`config.mk`:
```
export PLATFORM = sky130hd
export DESIGN_NAME = lif_layer
export DESIGN_NICKNAME = d
export VERILOG_FILES = /design/src/rtl/lif_layer.sv
export SDC_FILE = /design/constraint.sdc
export NUM_CORES = 1
export LEC_CHECK = 0
export CAP_MARGIN = 10
export CORE_MARGIN = 2
export CORE_UTILIZATION = 41
export CTS_CLUSTER_SIZE = 28
export DETAILED_ROUTE_END_ITERATION = 12
export SLEW_MARGIN = 25
export SYNTH_ARGS = -nofsm -noshare
export SYNTH_HDL_FRONTEND = slang
export SYNTH_SLANG_ARGS = --single-unit
```
`constraint.sdc`:
```
create_clock -name clk -period 9.5 [get_ports clk]
set_input_delay 1.9 -clock clk [delete_from_list [all_inputs] [get_ports clk]]
set_output_delay 1.9 -clock clk [all_outputs]
set_load 0.02 [all_outputs]
```
`src/rtl/lif_layer.sv`:
```
// lif_layer: one layer of leaky integrate-and-fire neurons sharing one serial accumulator.
// Latency: out_valid rises NUM_NEURONS*(NUM_INPUTS+1) cycles after the accepting edge.
// Backpressure: results held in DONE until out_ready; in_ready is low outside IDLE.
// Optional: define LIF_LAYER_SPIKE_COUNT_EN for per-neuron spike counters with a registered read port.
module lif_layer #(
    parameter int NUM_INPUTS  = 8,
    parameter int NUM_NEURONS = 4,
    parameter int WEIGHT_SIZE = 8,
    parameter int V_WIDTH     = 16,
    parameter int THRESH      = 100,
    parameter int RESET_V     = 0,
    parameter int REFRAC      = 2,
    parameter int LEAK_SHIFT  = 0,
    localparam int DEPTH = NUM_NEURONS * NUM_INPUTS,
    localparam int AW    = (DEPTH > 1) ? $clog2(DEPTH) : 1,
    localparam int NW    = (NUM_NEURONS > 1) ? $clog2(NUM_NEURONS) : 1
) (
    input  logic                          clk,
    input  logic                          rst,
    input  logic                          in_valid,
    output logic                          in_ready,
    input  logic [NUM_INPUTS-1:0]         spike_in,
    output logic                          out_valid,
    input  logic                          out_ready,
    output logic [NUM_NEURONS-1:0]        spike_out,
    input  logic                          w_wr_en,
    input  logic [AW-1:0]                 w_wr_addr,
    input  logic signed [WEIGHT_SIZE-1:0] w_wr_data,
    input  logic                          clear_state
`ifdef LIF_LAYER_SPIKE_COUNT_EN
    ,
    input  logic [NW-1:0]                 cnt_addr,
    output logic [15:0]                   cnt_data,
    input  logic                          cnt_clear
`endif
);

    localparam int IW = (NUM_INPUTS > 1) ? $clog2(NUM_INPUTS) : 1;
    localparam int RW = (REFRAC > 0) ? $clog2(REFRAC + 1) : 1;
    localparam logic signed [V_WIDTH-1:0] THRESH_V = V_WIDTH'(THRESH);
    localparam logic signed [V_WIDTH-1:0] RST_V    = V_WIDTH'(RESET_V);
    localparam logic signed [V_WIDTH-1:0] V_MAX    = {1'b0, {(V_WIDTH-1){1'b1}}};
    localparam logic signed [V_WIDTH-1:0] V_MIN    = {1'b1, {(V_WIDTH-1){1'b0}}};

    typedef enum logic [1:0] {S_IDLE, S_ACCUM, S_UPDATE, S_DONE} state_t;

    state_t state, state_nx;

    logic [NW-1:0]                 n_idx;
    logic [IW-1:0]                 i_idx;
    logic [NUM_INPUTS-1:0]         spike_lat;
    logic signed [V_WIDTH-1:0]     acc;
    logic signed [V_WIDTH-1:0]     v_mem      [NUM_NEURONS];
    logic [RW-1:0]                 refrac_cnt [NUM_NEURONS];
    logic signed [WEIGHT_SIZE-1:0] w_mem      [DEPTH];
    logic [NUM_NEURONS-1:0]        spike_vec;

    logic [AW-1:0]                 w_rd_addr;
    logic signed [WEIGHT_SIZE-1:0] w_rd;
    logic signed [V_WIDTH-1:0]     acc_base;
    logic signed [V_WIDTH:0]       acc_ext;
    logic signed [V_WIDTH:0]       w_ext;
    logic signed [V_WIDTH:0]       sum_wide;
    logic signed [V_WIDTH-1:0]     acc_sum;
    logic signed [V_WIDTH-1:0]     leak_v;
    logic                          in_refrac;
    logic                          upd_fire;
    logic signed [V_WIDTH-1:0]     upd_v;
    logic [NUM_NEURONS-1:0]        spike_nx;
    logic                          last_input;
    logic                          last_neuron;

    assign in_ready    = (state == S_IDLE);
    assign out_valid   = (state == S_DONE);
    assign last_input  = (i_idx == IW'(NUM_INPUTS - 1));
    assign last_neuron = (n_idx == NW'(NUM_NEURONS - 1));
    assign w_rd_addr   = AW'(int'(n_idx) * NUM_INPUTS + int'(i_idx));
    assign w_rd        = w_mem[w_rd_addr];

    // Saturating accumulate step; the running sum starts from the neuron's membrane on input 0.
    always_comb begin
        acc_base = (i_idx == '0) ? v_mem[n_idx] : acc;
        acc_ext  = {acc_base[V_WIDTH-1], acc_base};
        w_ext    = {{(V_WIDTH+1-WEIGHT_SIZE){w_rd[WEIGHT_SIZE-1]}}, w_rd};
        sum_wide = acc_ext + (spike_lat[i_idx] ? w_ext : '0);
        if (sum_wide[V_WIDTH] != sum_wide[V_WIDTH-1]) begin
            acc_sum = sum_wide[V_WIDTH] ? V_MIN : V_MAX;
        end else begin
            acc_sum = sum_wide[V_WIDTH-1:0];
        end
    end

    // Per-neuron update decision: refractory hold, fire, or leaky carry-over of the sum.
    always_comb begin
        leak_v    = (LEAK_SHIFT == 0) ? acc : (acc - (acc >>> LEAK_SHIFT));
        in_refrac = (refrac_cnt[n_idx] != '0);
        upd_fire  = !in_refrac && (acc >= THRESH_V);
        upd_v     = (in_refrac || upd_fire) ? RST_V : leak_v;
        spike_nx  = spike_vec;
        spike_nx[n_idx] = upd_fire;
    end

    // Next-state logic for the timestep walk.
    always_comb begin
        state_nx = state;
        case (state)
            S_IDLE:   if (!clear_state && in_valid) state_nx = S_ACCUM;
            S_ACCUM:  if (last_input) state_nx = S_UPDATE;
            S_UPDATE: state_nx = last_neuron ? S_DONE : S_ACCUM;
            S_DONE:   if (out_ready) state_nx = S_IDLE;
            default:  state_nx = S_IDLE;
        endcase
    end

    // State register.
    always_ff @(posedge clk or negedge rst) begin
        if (!rst) begin
            state <= S_IDLE;
        end else begin
            state <= state_nx;
        end
    end

    // Datapath: indices, accumulator, membranes, refractory counters and spike outputs.
    always_ff @(posedge clk or negedge rst) begin
        if (!rst) begin
            n_idx     <= '0;
            i_idx     <= '0;
            spike_lat <= '0;
            acc       <= '0;
            spike_vec <= '0;
            spike_out <= '0;
            for (int k = 0; k < NUM_NEURONS; k++) begin
                v_mem[k]      <= RST_V;
                refrac_cnt[k] <= '0;
            end
        end else begin
            case (state)
                S_IDLE: begin
                    if (clear_state) begin
                        for (int k = 0; k < NUM_NEURONS; k++) begin
                            v_mem[k]      <= RST_V;
                            refrac_cnt[k] <= '0;
                        end
                    end else if (in_valid) begin
                        spike_lat <= spike_in;
                        n_idx     <= '0;
                        i_idx     <= '0;
                    end
                end
                S_ACCUM: begin
                    acc   <= acc_sum;
                    i_idx <= last_input ? '0 : i_idx + 1'b1;
                end
                S_UPDATE: begin
                    v_mem[n_idx] <= upd_v;
                    spike_vec    <= spike_nx;
                    if (in_refrac) begin
                        refrac_cnt[n_idx] <= refrac_cnt[n_idx] - 1'b1;
                    end else if (upd_fire) begin
                        refrac_cnt[n_idx] <= RW'(REFRAC);
                    end
                    if (last_neuron) begin
                        spike_out <= spike_nx;
                    end else begin
                        n_idx <= n_idx + 1'b1;
                    end
                end
                default: ;
            endcase
        end
    end

    // Weight RAM: writable only while idle, out-of-range addresses dropped; not reset.
    always_ff @(posedge clk) begin
        if ((state == S_IDLE) && w_wr_en &&
            ({{(32-AW){1'b0}}, w_wr_addr} < 32'(DEPTH))) begin
            w_mem[w_wr_addr] <= w_wr_data;
        end
    end

`ifdef LIF_LAYER_SPIKE_COUNT_EN
    logic [15:0] spk_cnt [NUM_NEURONS];

    // Saturating per-neuron spike counters; clear beats a same-cycle increment. Read is registered.
    always_ff @(posedge clk or negedge rst) begin
        if (!rst) begin
            cnt_data <= '0;
            for (int k = 0; k < NUM_NEURONS; k++) begin
                spk_cnt[k] <= '0;
            end
        end else begin
            if (cnt_clear) begin
                for (int k = 0; k < NUM_NEURONS; k++) begin
                    spk_cnt[k] <= '0;
                end
            end else if ((state == S_UPDATE) && upd_fire && (spk_cnt[n_idx] != 16'hFFFF)) begin
                spk_cnt[n_idx] <= spk_cnt[n_idx] + 16'd1;
            end
            cnt_data <= spk_cnt[cnt_addr];
        end
    end
`endif

endmodule

```
# ---- After elaboration in Yosys (flattened, before gate mapping)
# Memories as Yosys holds them, arrays and structs flattened.
# Cells that the tools add are included.
dict set report word_totals {
  regBits 111
  output_inout_bits 6
  n_memories 1
  ramBits 256
}
# memory depth word_bits read_ports rd_clocked_by_memory_dff wr line_no
set memory_table {}
lappend memory_table {w_mem 32 8 1 0 1 55} ;# logic signed [WEIGHT_SIZE-1:0] w_mem [DEPTH];
dict set report classes {
  n_addsub 5
  n_mux 43
  reduce_logical 20
  n_eq_ne 14
  order_cmp 6
  bitwise 5
}
# cell n
set op_table {}
lappend op_table {{64-bit case mux with 2 select lines} 1}
lappend op_table {{16-bit 2-to-1 mux} 7}
lappend op_table {{64-bit bitwise mux} 1}
lappend op_table {{64-bit 2-to-1 mux} 1}
lappend op_table {{16-bit binary-select mux with 2-bit select} 1}
lappend op_table {{16-bit demux with 2-bit select} 1}
lappend op_table {{8-bit 2-to-1 mux} 3}
lappend op_table {{2-bit 2-to-1 mux} 10}
lappend op_table {{17-bit adder} 1}
lappend op_table {{17-bit 2-to-1 mux} 1}
lappend op_table {{16-bit by 8-bit >= comparator with 1-bit output (second input constant)} 1}
lappend op_table {{8-bit case mux with 2 select lines} 1}
lappend op_table {{3-bit AND reduction} 4}
lappend op_table {{3-bit 2-to-1 mux} 3}
lappend op_table {{8-bit bitwise mux} 1}
lappend op_table {{2-bit inequality test (second input constant)} 4}
lappend op_table {{2-bit case mux with 4 select lines} 1}
lappend op_table {{2-bit equality test (second input constant)} 3}
lappend op_table {{2-bit by 1-bit inequality test with 1-bit output (second input constant)} 3}
lappend op_table {{3-bit case mux with 2 select lines} 1}
lappend op_table {{2-bit nonzero test} 3}
lappend op_table {{5-bit by 3-bit adder with 5-bit output} 1}
lappend op_table {{1-bit logical AND} 5}
lappend op_table {{4-bit bitwise AND} 1}
lappend op_table {{other kinds (29)} 34}

# ---- Longest topological paths before layout
# Gate-level depths: netlist of the first run.
dict set report logic_depth {
  ltp_word 11
  mapped_depth 19
}

# ---- Worst setup path after synthesis of the first run
# No wires, ideal clock.
dict set report synth_path {
  kind {register -> register}
  startpoint {register i_idx[0]}
  endpoint {register acc[14]}
  n_path_buf 4
  stages_incl_launch_ff 16
  required_ns 9.380
  setup_slack_ns 5.115
  setup_ns 0.120
  arrival_time_ns 4.265
  cell_sequence {dfrtp_1 > clkbuf_1 > buf_2 > buf_2 > mux4_2 > mux2i_1 > a21oi_1 > ha_1 > a21o_1 > a2111oi_4 > o21ai_2 > and4bb_4 > a311oi_4 > buf_6 > o21ai_2 > a31o_1}
}
dict set report synth_via {
  elab_chain_len 6
}
# item line_no
set synth_lines {}
lappend synth_lines {{from (decl)} 50} ;# logic [IW-1:0] i_idx;
lappend synth_lines {{from (signal assigned)} 153} ;# i_idx <= last_input ? '0 : i_idx + 1'b1;
lappend synth_lines {{5-bit by 3-bit adder with 5-bit output or 1-bit binary-select mux with 3-bit select (tied branches)} {77, 85}}
lappend synth_lines {{memory 32 x 8 bit or 1-bit 2-to-1 mux (tied branches)} n/a}
lappend synth_lines {{17-bit 2-to-1 mux} 85} ;# sum_wide = acc_ext + (spike_lat[i_idx] ? w_ext : '0);
lappend synth_lines {{17-bit adder *} 85}
lappend synth_lines {{16-bit 2-to-1 mux or 1-bit inequality test (tied branches)} {87, 86}}
lappend synth_lines {{16-bit 2-to-1 mux *} 86} ;# if (sum_wide[V_WIDTH] != sum_wide[V_WIDTH-1]) begin
lappend synth_lines {{to (signal assigned)} 152} ;# acc <= acc_sum;
lappend synth_lines {{to (decl)} 52} ;# logic signed [V_WIDTH-1:0] acc;
# Mark *: on every way between the ends. The rest lies on a longest branch, timed or not. The select of a mux whose other input is x is not followed.
# A chain may end at the register's enable or synchronous reset.

# ---- Final worst setup path of the first run
dict set report layout_path {
  startpoint {register i_idx[0]}
  endpoint {register acc[1]}
}
# Same word-level chain as after synthesis.

==> impl_metrics.yaml, run 1 <==
placed_design:
  place_ws_ns: 3.676
  place_congestion: 0.8182
  io_buffers: 32
  dp_cells: 1435
  dp.final_hpwl_um: 20920
sta:
  hold_viol_final: 0
  clock_skew_ns: 0.01807
  clock.fmax_mhz: 174.0
  tightest_slew_ns: 1.058
  setup_violations: 0
  rsz0062_at_grt: "no"
  setup_ws_ns: 3.751
  slew_viol_final: 0
  setup_tns_ns: 0
  slew_headroom_pct: 29.46
  finalHoldWorstSlack_ns: 0.4786
  min_period_over_period_pct: 60.51
  period_needed_ns: 5.749
floorplanning:
  initial_core_util_pct: 41.30
  num_rows: 72
  core_area_mm2: 0.03847
  die_width_um: 200.8
  die_h_um: 200.8
  die_area_mm2: 0.04033
  io_pins: 33
grt:
  antenna_found_initial: 0
  grt_pass1_vias: 8601
  grt_max_degree: 64
  grt-ovfl-total: 0
  grtUsageTotal_pct: 16.80
  grt_pass1_wl_um: 52250
synth:
  synthCells: 924
  avgSynthCellArea_um2: 17.19
  ys_ff_latch: 366
  ys_seq_area_share_pct: 65.72
  synthArstFlopShare_pct: 30.05
  synth_fa_ha_area_share_pct: 2.773
  ys_types: 60
  synth-edff-count: 256
  synth_top_family_by_area: "multiplexers"
  synth-xor-area-share_pct: 0.6065
  synth_mux_area_share_pct: 16.47
  synthesis.nets: 976
  synth-simple-area-share_pct: 4.198
  synth_compound_area_share_pct: 8.341
  netlist_area_mm2: 0.01589
  yosys_warnings: 0
  synth_top_flop_cell: "edfxtp_1"
clocking:
  cts_made_buffers: 39
  clockBufferDepth: 3
  cts_resized: 0
  insertion_delay_ns: 0.55
  cts.sinks: 366
  cts_tree: "yes"
  root_buffer: "clkbuf_16"
  cts_hold_buf: 0
  path_clk_slew_ns: 0.06
  cts-htree-levels: 2
  cts_setup_buffers: 0
route:
  avgRoutedWirePerCell_um: 22.18
  dr_total_vias: 8496
  via_per_inst: 5.656
  drt-total-wl_um: 33320
  ant_nets: 0
  dr.pass1.iters: 5
  drc_errors: 0
  drt-initial-drc-count: 501
power:
  pwr_density_cell_mw_per_mm2: 306.4
  max-vdd-ir-drop_mv: 0.1846
  leakagePower_nw: 6.233
cells_and_area:
  nets: 1010
  antenna_cells: 0
  layout_common_cells: "256 x edfxtp_1, 107 x dfrtp_1, 100 x mux4_2, 64 x a32o_1, 60 x nand2_1"
  layout.cells.non_filler: 1502
  layout_commonest_cell: "edfxtp_1"
  area_growth_pct: 12.65
  drive_above_1_share_pct: 21.95
worst_setup_path:
  worstSetupPathType: "reg2reg"
  critical-path-max-stage-delay_ns: 0.96
  worst-path-buf-inv: 1
  path_cells: "buf_4, mux4_2, mux4_2, nand2_1, a21oi_1, ha_1, and3_1, a2111oi_4, o21ai_2, and4bb_4, a311oi_4, or2_2, nand2_1, a22o_1"
  cp_top_family: "compound AO/OA/AOI/OAI gates"
  end_kind: "flop"
  crit_path_top_delay_cell: "dfrtp_4"
  critical_path.startpoint_type: "flop"
  cp.arrival_ns: 6.18
  required_ns: 9.93
  path_max_fanout: 42
hold_path:
  worstHoldPathType: "reg2reg"
flow_run:
  drv_cap: 0
outcome:
  status: "finished, final reports clean"
-- per-stage QoR --
step                      power, mW  utilization [%]  instance area [µm²]
after detailed placement      4.119            43.52                16740
after CTS                     5.542            46.57                17910
after global routing          5.805            46.52                17890
final                         5.483            46.52                17890
after global placement        4.092            43.54                16750
after floorplan               3.618                -                15890
-- registers in the layout, summed over array words and instances (netlist names) --
signal and flops:
acc 16, spike_vec 3, refrac_cnt 8, i_idx 3, state 2, n_idx 2, spike_out 4, w_mem 256
spike_lat 8, v_mem 64
-- cell usage after synthesis, types with 4 or more instances --
cell / count / area [µm²]
mux2_2: 27 / 304.0
nand3b_1: 4 / 30.03
clkbuf_1: 35 / 131.4
nand2_1: 60 / 225.2
a32o_1: 64 / 640.6
nor3_1: 4 / 20.02
a21o_1: 5 / 37.54
buf_1: 5 / 18.77
ha_1: 24 / 300.3
maj3_1: 12 / 120.1
o21ai_1: 10 / 50.05
mux2i_1: 6 / 60.06
xor2_1: 7 / 61.31
dfrtp_1: 110 / 2753
and2_1: 9 / 56.30
nand2b_1: 5 / 31.28
a22o_1: 13 / 113.9
nor2_1: 50 / 187.7
a21oi_1: 15 / 75.07
inv_1: 17 / 63.81
buf_2: 12 / 60.06
xnor2_1: 4 / 35.03
edfxtp_1: 256 / 7687
mux4_2: 100 / 2252
o21ai_0: 20 / 100.1
-- worst min-delay path: stages (launching register included) --
cell and delay (ns):
dfrtp_1 0.34, nand2_1 0.05, o21ai_0 0.06
-- metal layers --
metal | track usage, % | wire length, µm | part of all wire [%]
met3 | 2.890 | 1627 | 4.9
met1 | 24.30 | 15290 | 46
met2 | 26.57 | 15750 | 47
met4 | 4.444 | 646 | 1.9
met5 | 0 | 0 | 0
-- worst paths after layout --
path,cells past startpoint,slack (ns),from,end
setup reg to reg,14,3.75,i_idx[0],acc[1]
hold reg to reg,2,0.48,spike_out[2],spike_out[2]
max in group asynchronous,2,6.86,rst,v_mem[27]
setup / recovery,14,3.75,i_idx[0],acc[1]
hold / removal,2,0.48,spike_out[2],spike_out[2]
min in group asynchronous,1,1.40,rst,spike_vec[0]
-- logic make-up after synthesis --
family,Yosys count
AO/OA/AOI/OAI,157
adder cells (fa/ha/maj),37
AND/OR/NAND/NOR,148
flip-flops,366
buffers and inverters,72
XOR/XNOR,11
multiplexers,133
-- cell type report --
type,count,area (µm²)
fillers,3324,20570
flip-flops and latches,366,10450
multi-input cells,486,5157
clock buffers,53,1049
well taps,518,648.1
repair buffers,47,400.4
clock inverters,14,126.4
inverters,18,67.56
-- where the power goes --
part	internal, mW	switching (mW)	total, mW	leakage, nW
clock	0.807	0.607	1.41	0.574
combinational	0.963	1.12	2.08	1.88
sequential	1.82	0.169	1.99	3.78
total	3.59	1.89	5.48	6.23
(Power assumes the default switching activity.)
==> inputs of run 2 (changes only) <==
==> constraint.sdc (replaced) <==
create_clock -name clk -period 5.6 [get_ports clk]
set_input_delay 1.12 -clock clk [delete_from_list [all_inputs] [get_ports clk]]
set_output_delay 1.12 -clock clk [all_outputs]
set_load 0.02 [all_outputs]
==> run 2 against run 1 <==
Against the previous run: first-iteration DRC count increased by 44%; total power increased by 73%; sequential share of layout area decreased by 0.55 points; critical endpoint is now acc[8]; highest routed layer unchanged.
==> impl_metrics.yaml, run 2 (same netlist as run 1, synthesis figures left out) <==
clocking:
  path_clk_slew_ns: 0.06
  cts-htree-levels: 2
  cts_setup_buffers: 0
  insertion_delay_ns: 0.54
  cts_made_buffers: 39
  cts.sinks: 366
  cts_hold_buf: 0
  root_buffer: "clkbuf_16"
  clockBufferDepth: 3
  cts_resized: 0
  cts_tree: "yes"
cells_and_area:
  layout_common_cells: "256 x edfxtp_1, 107 x dfrtp_1, 100 x mux4_2, 64 x a32o_1, 60 x nand2_1"
  largest_reg_flops: 256
  area_growth_pct: 13.72
  drive_above_1_share_pct: 23.45
  layout_commonest_cell: "edfxtp_1"
  nFillCells: 3306
  antenna_cells: 0
  regArea_mm2: 0.01045
  multi_input_area_mm2: 0.005160
  nets: 1021
  largest_register: "w_mem"
  reg_top3: "w_mem: 256 flops, v_mem: 64 flops, acc: 16 flops"
route:
  via_per_inst: 5.749
  drt-total-wl_um: 35670
  dr_total_vias: 8715
  ant_nets: 0
  dr.pass1.iters: 5
  drt-initial-drc-count: 719
  drc_errors: 0
  avgRoutedWirePerCell_um: 23.53
grt:
  antenna_found_initial: 0
  grt_pass1_vias: 8860
  grtUsageTotal_pct: 18.13
  grt-ovfl-total: 0
  grt_max_degree: 88
  grt_pass1_wl_um: 55660
worst_setup_path:
  r2r_start: "i_idx[1]"
  crit_path_top_delay_cell: "a21oi_1"
  cp.arrival_ns: 5.45
  critical_path.startpoint_type: "flop"
  path_max_fanout: 28
  r2r_cells: 14
  cp_top_family: "compound AO/OA/AOI/OAI gates"
  worstSetupPathType: "reg2reg"
  reg2reg_to: "acc[8]"
  worst-path-buf-inv: 1
  r2r_slack_ns: 0.56
  critical-path-max-stage-delay_ns: 0.77
  end_kind: "flop"
  critPathLaunch: "i_idx[1]"
  path_cells: "buf_12, mux4_2, mux4_2, nand2_1, a21oi_1, ha_1, a21o_1, a2111oi_4, o21ai_2, and4bb_4, a311oi_4, or2_2, nand2_1, a22o_1"
  required_ns: 6.01
floorplanning:
  initial_core_util_pct: 41.30
  die_area_mm2: 0.04033
  core_area_mm2: 0.03847
  num_rows: 72
  io_pins: 33
  die_width_um: 200.8
  die_h_um: 200.8
power:
  pwr_density_cell_mw_per_mm2: 525.8
  max-vdd-ir-drop_mv: 0.3336
  leakagePower_nw: 6.328
  total_power_mw: 9.498
flow_run:
  drv_cap: 0
hold_path:
  worstHoldPathType: "reg2reg"
  hold_start: "spike_out[0]"
  hold_end: "spike_out[0]"
  hold_depth: 2
sta:
  clock.fmax_mhz: 198.4
  rsz0062_at_grt: "no"
  finalHoldWorstSlack_ns: 0.4782
  period_needed_ns: 5.042
  setup_violations: 0
  min_period_over_period_pct: 90.03
  slew_viol_final: 0
  clock_skew_ns: 0.02398
  setup_tns_ns: 0
  tightest_slew_ns: 0.9812
  slew_headroom_pct: 34.59
  hold_viol_final: 0
placed_design:
  dp.final_hpwl_um: 23090
  io_buffers: 32
  place_congestion: 0.8083
outcome:
  status: "finished, final reports clean"
==> run 2: cell count changes in the layout (fill, tap and decap cells not counted), moves of 2 or more <==
cell             delta
clkbuf_8            +2
clkinv_2            +7
clkbuf_1            -4
buf_2               -2
buf_4               +8
buf_12              +2
clkdlybuf4s50_1     +2
==> run 2: area by class of cell <==
type	count	area share, %
Clock inverter	19	0.8866
Clock buffer	51	5.873
Tap cell	518	3.588
Sequential cell	366	57.83
Inverter	18	0.3740
Multi-Input combinational cell	486	28.56
Timing Repair Buffer	58	2.888
==> run 2: power breakdown <==
group | leakage [nW] | switching (mW) | internal (mW) | total (mW)
clock | 0.605 | 1.04 | 1.43 | 2.48
sequential | 3.78 | 0.277 | 3.09 | 3.37
combinational | 1.94 | 1.97 | 1.68 | 3.65
total | 6.33 | 3.29 | 6.21 | 9.50
==> run 2: stage by stage <==
stage,area (µm²),std cells,utilization [%],worst slack (ns)
after floorplan,15890,924,-,1.215
after global placement,16860,1446,43.82,0.5555
after detailed placement,16850,1446,43.79,0.5179
after CTS,18070,1516,46.97,0.4952
after global routing,18060,1516,46.96,0.2028
final,18060,1516,46.96,0.5585
==> run 2: tightest hold or removal path: cells and delay by family (launching register included) <==
| kind | cells | cell delay, ns |
|---|---|---|
| compound gates | 1 | 0.06 |
| flops | 1 | 0.34 |
| simple gates | 1 | 0.04 |
==> run 2: worst max path at each step <==
stage	slack, ns	cells after the start	end
finish	0.56	14	acc[8]
floorplan	1.21	15	acc[14]
global placement	0.56	14	acc[1]
global route	0.20	14	acc[8]
CTS	0.50	14	acc[8]
detailed placement	0.52	14	acc[1]
==> run 2: routing by layer <==
metal	track usage [%]	wire length, µm
met5	0	0
met1	27.22	16770
met3	2.776	1659
met2	27.73	16470
met4	4.947	779
